**src/rtl/audio_i2s_transmitter.sv**
```systemverilog
// audio_i2s_transmitter
//   Serialises an unsigned mixer sample onto an I2S (or left-justified) bus.
//   The sample is converted from offset-binary to two's complement and
//   left-justified into a SLOT_WIDTH slot. The same word goes out in both the
//   left and right slots. BCLK is divided down from i_clk.
//
//   Build option: define I2S_LEFT_JUSTIFIED_EN for left-justified framing.
//   In that build LRCLK changes together with the slot MSB. Without it, LRCLK
//   uses Philips I2S timing, where LRCLK leads the MSB by one BCLK.
//
// Ports
//   i_clk         system clock
//   i_rst         synchronous active-high reset
//   i_sample      unsigned sample, captured only at frame start (needs SAMPLE_WIDTH >= 2)
//   i_mute        transmit a zero word, captured together with i_sample
//   o_bclk        bit clock, period 2*BCLK_DIV i_clk cycles
//   o_lrclk       word select (0 = left, 1 = right)
//   o_sdata       serial data, MSB first, updated on BCLK falling events
//   o_sample_stb  one-cycle pulse in the cycle the inputs are captured
module audio_i2s_transmitter #(
  parameter int SAMPLE_WIDTH = 9,
  parameter int SLOT_WIDTH   = 16,
  parameter int BCLK_DIV     = 8
) (
  input  logic                    i_clk,
  input  logic                    i_rst,
  input  logic [SAMPLE_WIDTH-1:0] i_sample,
  input  logic                    i_mute,
  output logic                    o_bclk,
  output logic                    o_lrclk,
  output logic                    o_sdata,
  output logic                    o_sample_stb
);

  localparam int DW = (BCLK_DIV > 1) ? $clog2(BCLK_DIV) : 1;
  localparam int BW = $clog2(2 * SLOT_WIDTH);

  localparam logic [DW-1:0] DIV_LAST  = DW'(BCLK_DIV - 1);
  localparam logic [BW-1:0] B_LAST    = BW'(2 * SLOT_WIDTH - 1);
  localparam logic [BW-1:0] B_HALF    = BW'(SLOT_WIDTH);
  localparam logic [BW-1:0] B_HALF_M1 = BW'(SLOT_WIDTH - 1);

`ifdef I2S_LEFT_JUSTIFIED_EN
  localparam logic LR_RESET = 1'b1;
`else
  localparam logic LR_RESET = 1'b0;
`endif

  logic [DW-1:0]           div_cnt;
  logic [BW-1:0]           bit_idx;
  logic [BW-1:0]           bit_next;
  logic [SLOT_WIDTH-1:0]   rot;
  logic [SLOT_WIDTH-1:0]   word_new;
  logic [SAMPLE_WIDTH-1:0] conv;
  logic                    tc;
  logic                    fall;
  logic                    lr_next;

  always_comb begin
    tc       = (div_cnt == DIV_LAST);
    fall     = tc & o_bclk;
    bit_next = (bit_idx == B_LAST) ? '0 : bit_idx + 1'b1;
    // Flipping the MSB turns offset-binary into two's complement.
    conv     = {~i_sample[SAMPLE_WIDTH-1], i_sample[SAMPLE_WIDTH-2:0]};
    word_new = i_mute ? '0 : (SLOT_WIDTH'(conv) << (SLOT_WIDTH - SAMPLE_WIDTH));
`ifdef I2S_LEFT_JUSTIFIED_EN
    lr_next  = (bit_next >= B_HALF);
`else
    // Equivalent to ((b+1) mod 2*SLOT_WIDTH) >= SLOT_WIDTH.
    lr_next  = (bit_next >= B_HALF_M1) && (bit_next != B_LAST);
`endif
  end

  // The word is kept in a rotating register. After SLOT_WIDTH shifts it is
  // back in its original position, so the right slot repeats the left slot
  // without a separate copy of the word.
  always_ff @(posedge i_clk) begin
    if (i_rst) begin
      div_cnt      <= '0;
      bit_idx      <= B_LAST;
      o_bclk       <= 1'b0;
      o_sdata      <= 1'b0;
      o_lrclk      <= LR_RESET;
      o_sample_stb <= 1'b0;
      rot          <= '0;
    end else begin
      o_sample_stb <= 1'b0;
      div_cnt      <= tc ? '0 : div_cnt + 1'b1;
      if (tc) o_bclk <= ~o_bclk;
      if (fall) begin
        bit_idx <= bit_next;
        o_lrclk <= lr_next;
        if (bit_next == '0) begin
          o_sample_stb <= 1'b1;
          o_sdata      <= word_new[SLOT_WIDTH-1];
          rot          <= {word_new[SLOT_WIDTH-2:0], word_new[SLOT_WIDTH-1]};
        end else begin
          o_sdata      <= rot[SLOT_WIDTH-1];
          rot          <= {rot[SLOT_WIDTH-2:0], rot[SLOT_WIDTH-1]};
        end
      end
    end
  end

endmodule

```
**config.mk**
```make
export PLATFORM = sky130hd
export DESIGN_NAME = audio_i2s_transmitter
export DESIGN_NICKNAME = d
export VERILOG_FILES = /design/src/rtl/audio_i2s_transmitter.sv
export SDC_FILE = /design/constraint.sdc
export NUM_CORES = 1
export LEC_CHECK = 0
export BUFFER_PORTS_ARGS = -buffer_cell sky130_fd_sc_hd__buf_4
export CORE_MARGIN = 5
export CORE_UTILIZATION = 59
export DETAILED_ROUTE_END_ITERATION = 16
export PLACE_DENSITY = 0.85
export SLEW_MARGIN = 40
export SYNTH_ARGS = -nofsm -noshare
export SYNTH_HDL_FRONTEND = slang
export SYNTH_SLANG_ARGS = --single-unit
```
**constraint.sdc**
```tcl
create_clock -name i_clk -period 4.89 [get_ports i_clk]
set_clock_uncertainty 0.15 [all_clocks]
set_input_delay 0.978 -clock i_clk [delete_from_list [all_inputs] [get_ports i_clk]]
set_output_delay 0.978 -clock i_clk [all_outputs]
set_load 0.02 [all_outputs]
```
==> impl_metrics.env <==
export IMPL_period_share_pct=51.6
export IMPL_required_ns=5.02
export IMPL_syn_inst=112
export IMPL_synth_top_family_by_area="compound AO/OA/AOI/OAI gates"
export IMPL_synthAdderAreaFrac_pct=5.42
export IMPL_tns_ns=0
export IMPL_dieArea_um2=2940
export IMPL_vias=886
export IMPL_netlist_area_leader_share_pct=46.8
export IMPL_seq_power_share_pct=66.8
export IMPL_start_util_pct=60.1
export IMPL_core_um2=1920
export IMPL_gp_congestion=0.860
export IMPL_combPwrFrac_pct=4.3
export IMPL_outcome="complete, no violations"
export IMPL_netlist_top_cells_area="dfxtp_1 47%, a221o_1 7.8%, ha_1 5.4%"
export IMPL_power_density_nw_per_um2=256
export IMPL_setup_viol=0
export IMPL_dr_pass1_iters=4
export IMPL_wl_per_cell_um=13.8
export IMPL_cts_made_buffers=3
export IMPL_critical_path_peak_fanout=9
export IMPL_p_switching_mw=0.0725
export IMPL_p_sw_share_pct=21.7
export IMPL_syn_num_nets=129
export IMPL_grt_start_max_net_pins=19
export IMPL_postCtsSetupBuffers=0
export IMPL_ir_drop_mv=0.192
export IMPL_clock_path_buffers=2
export IMPL_internal_power_mw=0.262
export IMPL_synth_simple_area_share_pct=17.2
export IMPL_finish_utilization_pct=68.0
export IMPL_dpl_hpwl_mm=1.58
export IMPL_io_buffer_count=15
export IMPL_slew_headroom_pct=57.7
export IMPL_start_kind="register"
export IMPL_antenna_cells=0
export IMPL_io_pins=16
export IMPL_path_class="register to register"
export IMPL_yosysWarnings=0
export IMPL_synth_cell_types=33
export IMPL_synthMuxAreaShare_pct=0
export IMPL_ant_nets=0
export IMPL_root_buffer="clkbuf_4"
export IMPL_area_growth_pct=13.2
export IMPL_antenna_found_initial=0
export IMPL_maxCapViolations=0
export IMPL_drcViolationCount=0
export IMPL_pwr_share_clk_pct=28.9
export IMPL_gr_total_overflow=0
export IMPL_htreeDepth=1
export IMPL_seq_area_frac_synth_pct=46.8
export IMPL_ctsHoldBuffers=0
export IMPL_insertion_delay_ns=0.32
export IMPL_rows=16
export IMPL_grt_first_pass_wirelength_mm=3.66
export IMPL_slew_violations=0
export IMPL_die_h_um=54.2
export IMPL_p_leak_nw=0.553
export IMPL_syn_area_per_cell_um2=10.3
export IMPL_drt_iter0_drc=24
export IMPL_rsz0062_at_grt="false"
export IMPL_syn_cell_area_um2=1150
export IMPL_netlist_top_cell_by_area="dfxtp_1"
export IMPL_cts_tree="done"
export IMPL_fin_nets=145
export IMPL_synth_compound_area_share_pct=24.6
export IMPL_hold_viol_final=0
export IMPL_cts_resized=0
export IMPL_clk_pin_slew_ns=0.14
export IMPL_wirelength_mm=2.12
export IMPL_drive_gt1_share_pct=18.9
export IMPL_worst_pin_slew_ns=0.635
export IMPL_grt_pass1_vias=838
export IMPL_hp_class="register to register"
export IMPL_synth_xor_area_share_pct=2.28
export IMPL_die_width_um=54.2
export IMPL_cts_sinks=27
export IMPL_arrival_ns=2.65
export IMPL_fmax_mhz=397
export IMPL_end_kind="register"
export IMPL_viasPerCell=5.75
export IMPL_synth_seq_cells=27
export IMPL_min_period_ns=2.52
export IMPL_grt_usage_pct=17.0
==> state kept, by name, indices dropped and copies added, names as in the netlist <==
| name | cells |
|---|---|
| rot | 16 |
| bit_idx | 5 |
| div_cnt | 3 |
| o_bclk | 1 |
| o_lrclk | 1 |
| o_sample_stb | 1 |
==> cells in the final DEF, fill, tap and decap left out, drive strengths merged, types with 2 or more instances in the layout <==
cell type and instances:
and2 9, nor3b 2, buf 15, inv 4, o21ai 2, a221o 9
clkbuf 3, a22o 8, nand3 2, xnor2 2, a21oi 6, dfxtp 27
nor2 11, ha 5, nor2b 3, o211ai 2, nand2 4
==> Yosys cell counts <==
cell type	instances
a21oi_1	6
nor2b_1	3
and3_1	1
nand2b_1	1
and4bb_2	1
nor3_1	1
nand2_1	4
nand3_1	1
a22oi_1	1
inv_1	4
buf_2	1
o211ai_1	2
a22o_1	7
a221o_1	9
nand3_2	1
ha_1	5
a311oi_1	1
buf_6	1
a22o_2	1
clkbuf_1	1
nand3b_1	1
o21ai_0	2
o21a_1	1
o2111ai_1	1
a21o_1	1
a2111oi_4	1
buf_4	1
nor3b_1	2
xor2_1	1
and2_1	9
xnor2_1	2
dfxtp_1	27
nor2_1	11
==> worst paths after layout <==
path,endpoint,startpoint,cells past startpoint,slack (ns)
worst max-delay path,rot[9],bit_idx[1],7,2.37
worst min register to register,div_cnt[0],div_cnt[0],1,0.29
worst min-delay path,div_cnt[0],div_cnt[0],1,0.29
worst max register to register,rot[9],bit_idx[1],7,2.37
==> critical path, stage by stage (launching register included) <==
cell       delay, ns
dfxtp_1         0.47
ha_1            0.31
and3_1          0.19
ha_1            0.26
inv_1           0.07
o211ai_1        0.16
a2111oi_4       0.63
a221o_1         0.25
==> power groups by stage <==
stage          sequential [mW]  clock, mW  combinational [mW]
2_1_floorplan            0.228          0             0.00624
3_3_place_gp             0.228          0              0.0137
3_5_place_dp             0.228          0              0.0146
4_1_cts                  0.223     0.0980              0.0147
5_1_grt                  0.224      0.108              0.0162
6_report                 0.223     0.0967              0.0145
==> cells by family after synthesis <==
kind of cell | count (synthesis)
and+or+nand+nor | 36
AOI/OAI and AO/OA | 33
DFF | 27
buffers and inverters | 8
adders and majority gates | 5
xor gates and xnor gates | 3
==> area by class of cell <==
cell class | count | area [um2]
Tap cell | 27 | 33.8
Fill cell | 171 | 614
Clock inverter | 1 | 7.51
Clock buffer | 3 | 22.5
Timing Repair Buffer | 15 | 113
Multi-Input combinational cell | 77 | 576
Inverter | 4 | 15.0
Sequential cell | 27 | 541
==> per-stage QoR <==
stage	setup WS [ns]	area [um2]	total power, mW	instances	hold WS, ns
2_1_floorplan	2.59	1150	0.234	112	0.254
3_3_place_gp	2.39	1270	0.241	150	0.265
3_5_place_dp	2.40	1280	0.243	150	0.272
4_1_cts	2.37	1310	0.336	154	0.291
5_1_grt	2.11	1310	0.348	154	0.322
6_report	2.37	1310	0.334	154	0.295
==> routing by layer <==
metal  vias up  track usage, %  part of all wire (%)
met3         4            3.54                   3.2
met2        18            26.1                    47
met5         -               0                     0
li1        443               -                     -
met4         0            7.88                  0.90
met1       421            22.7                    49
Power figures use the tool's default switching activity.
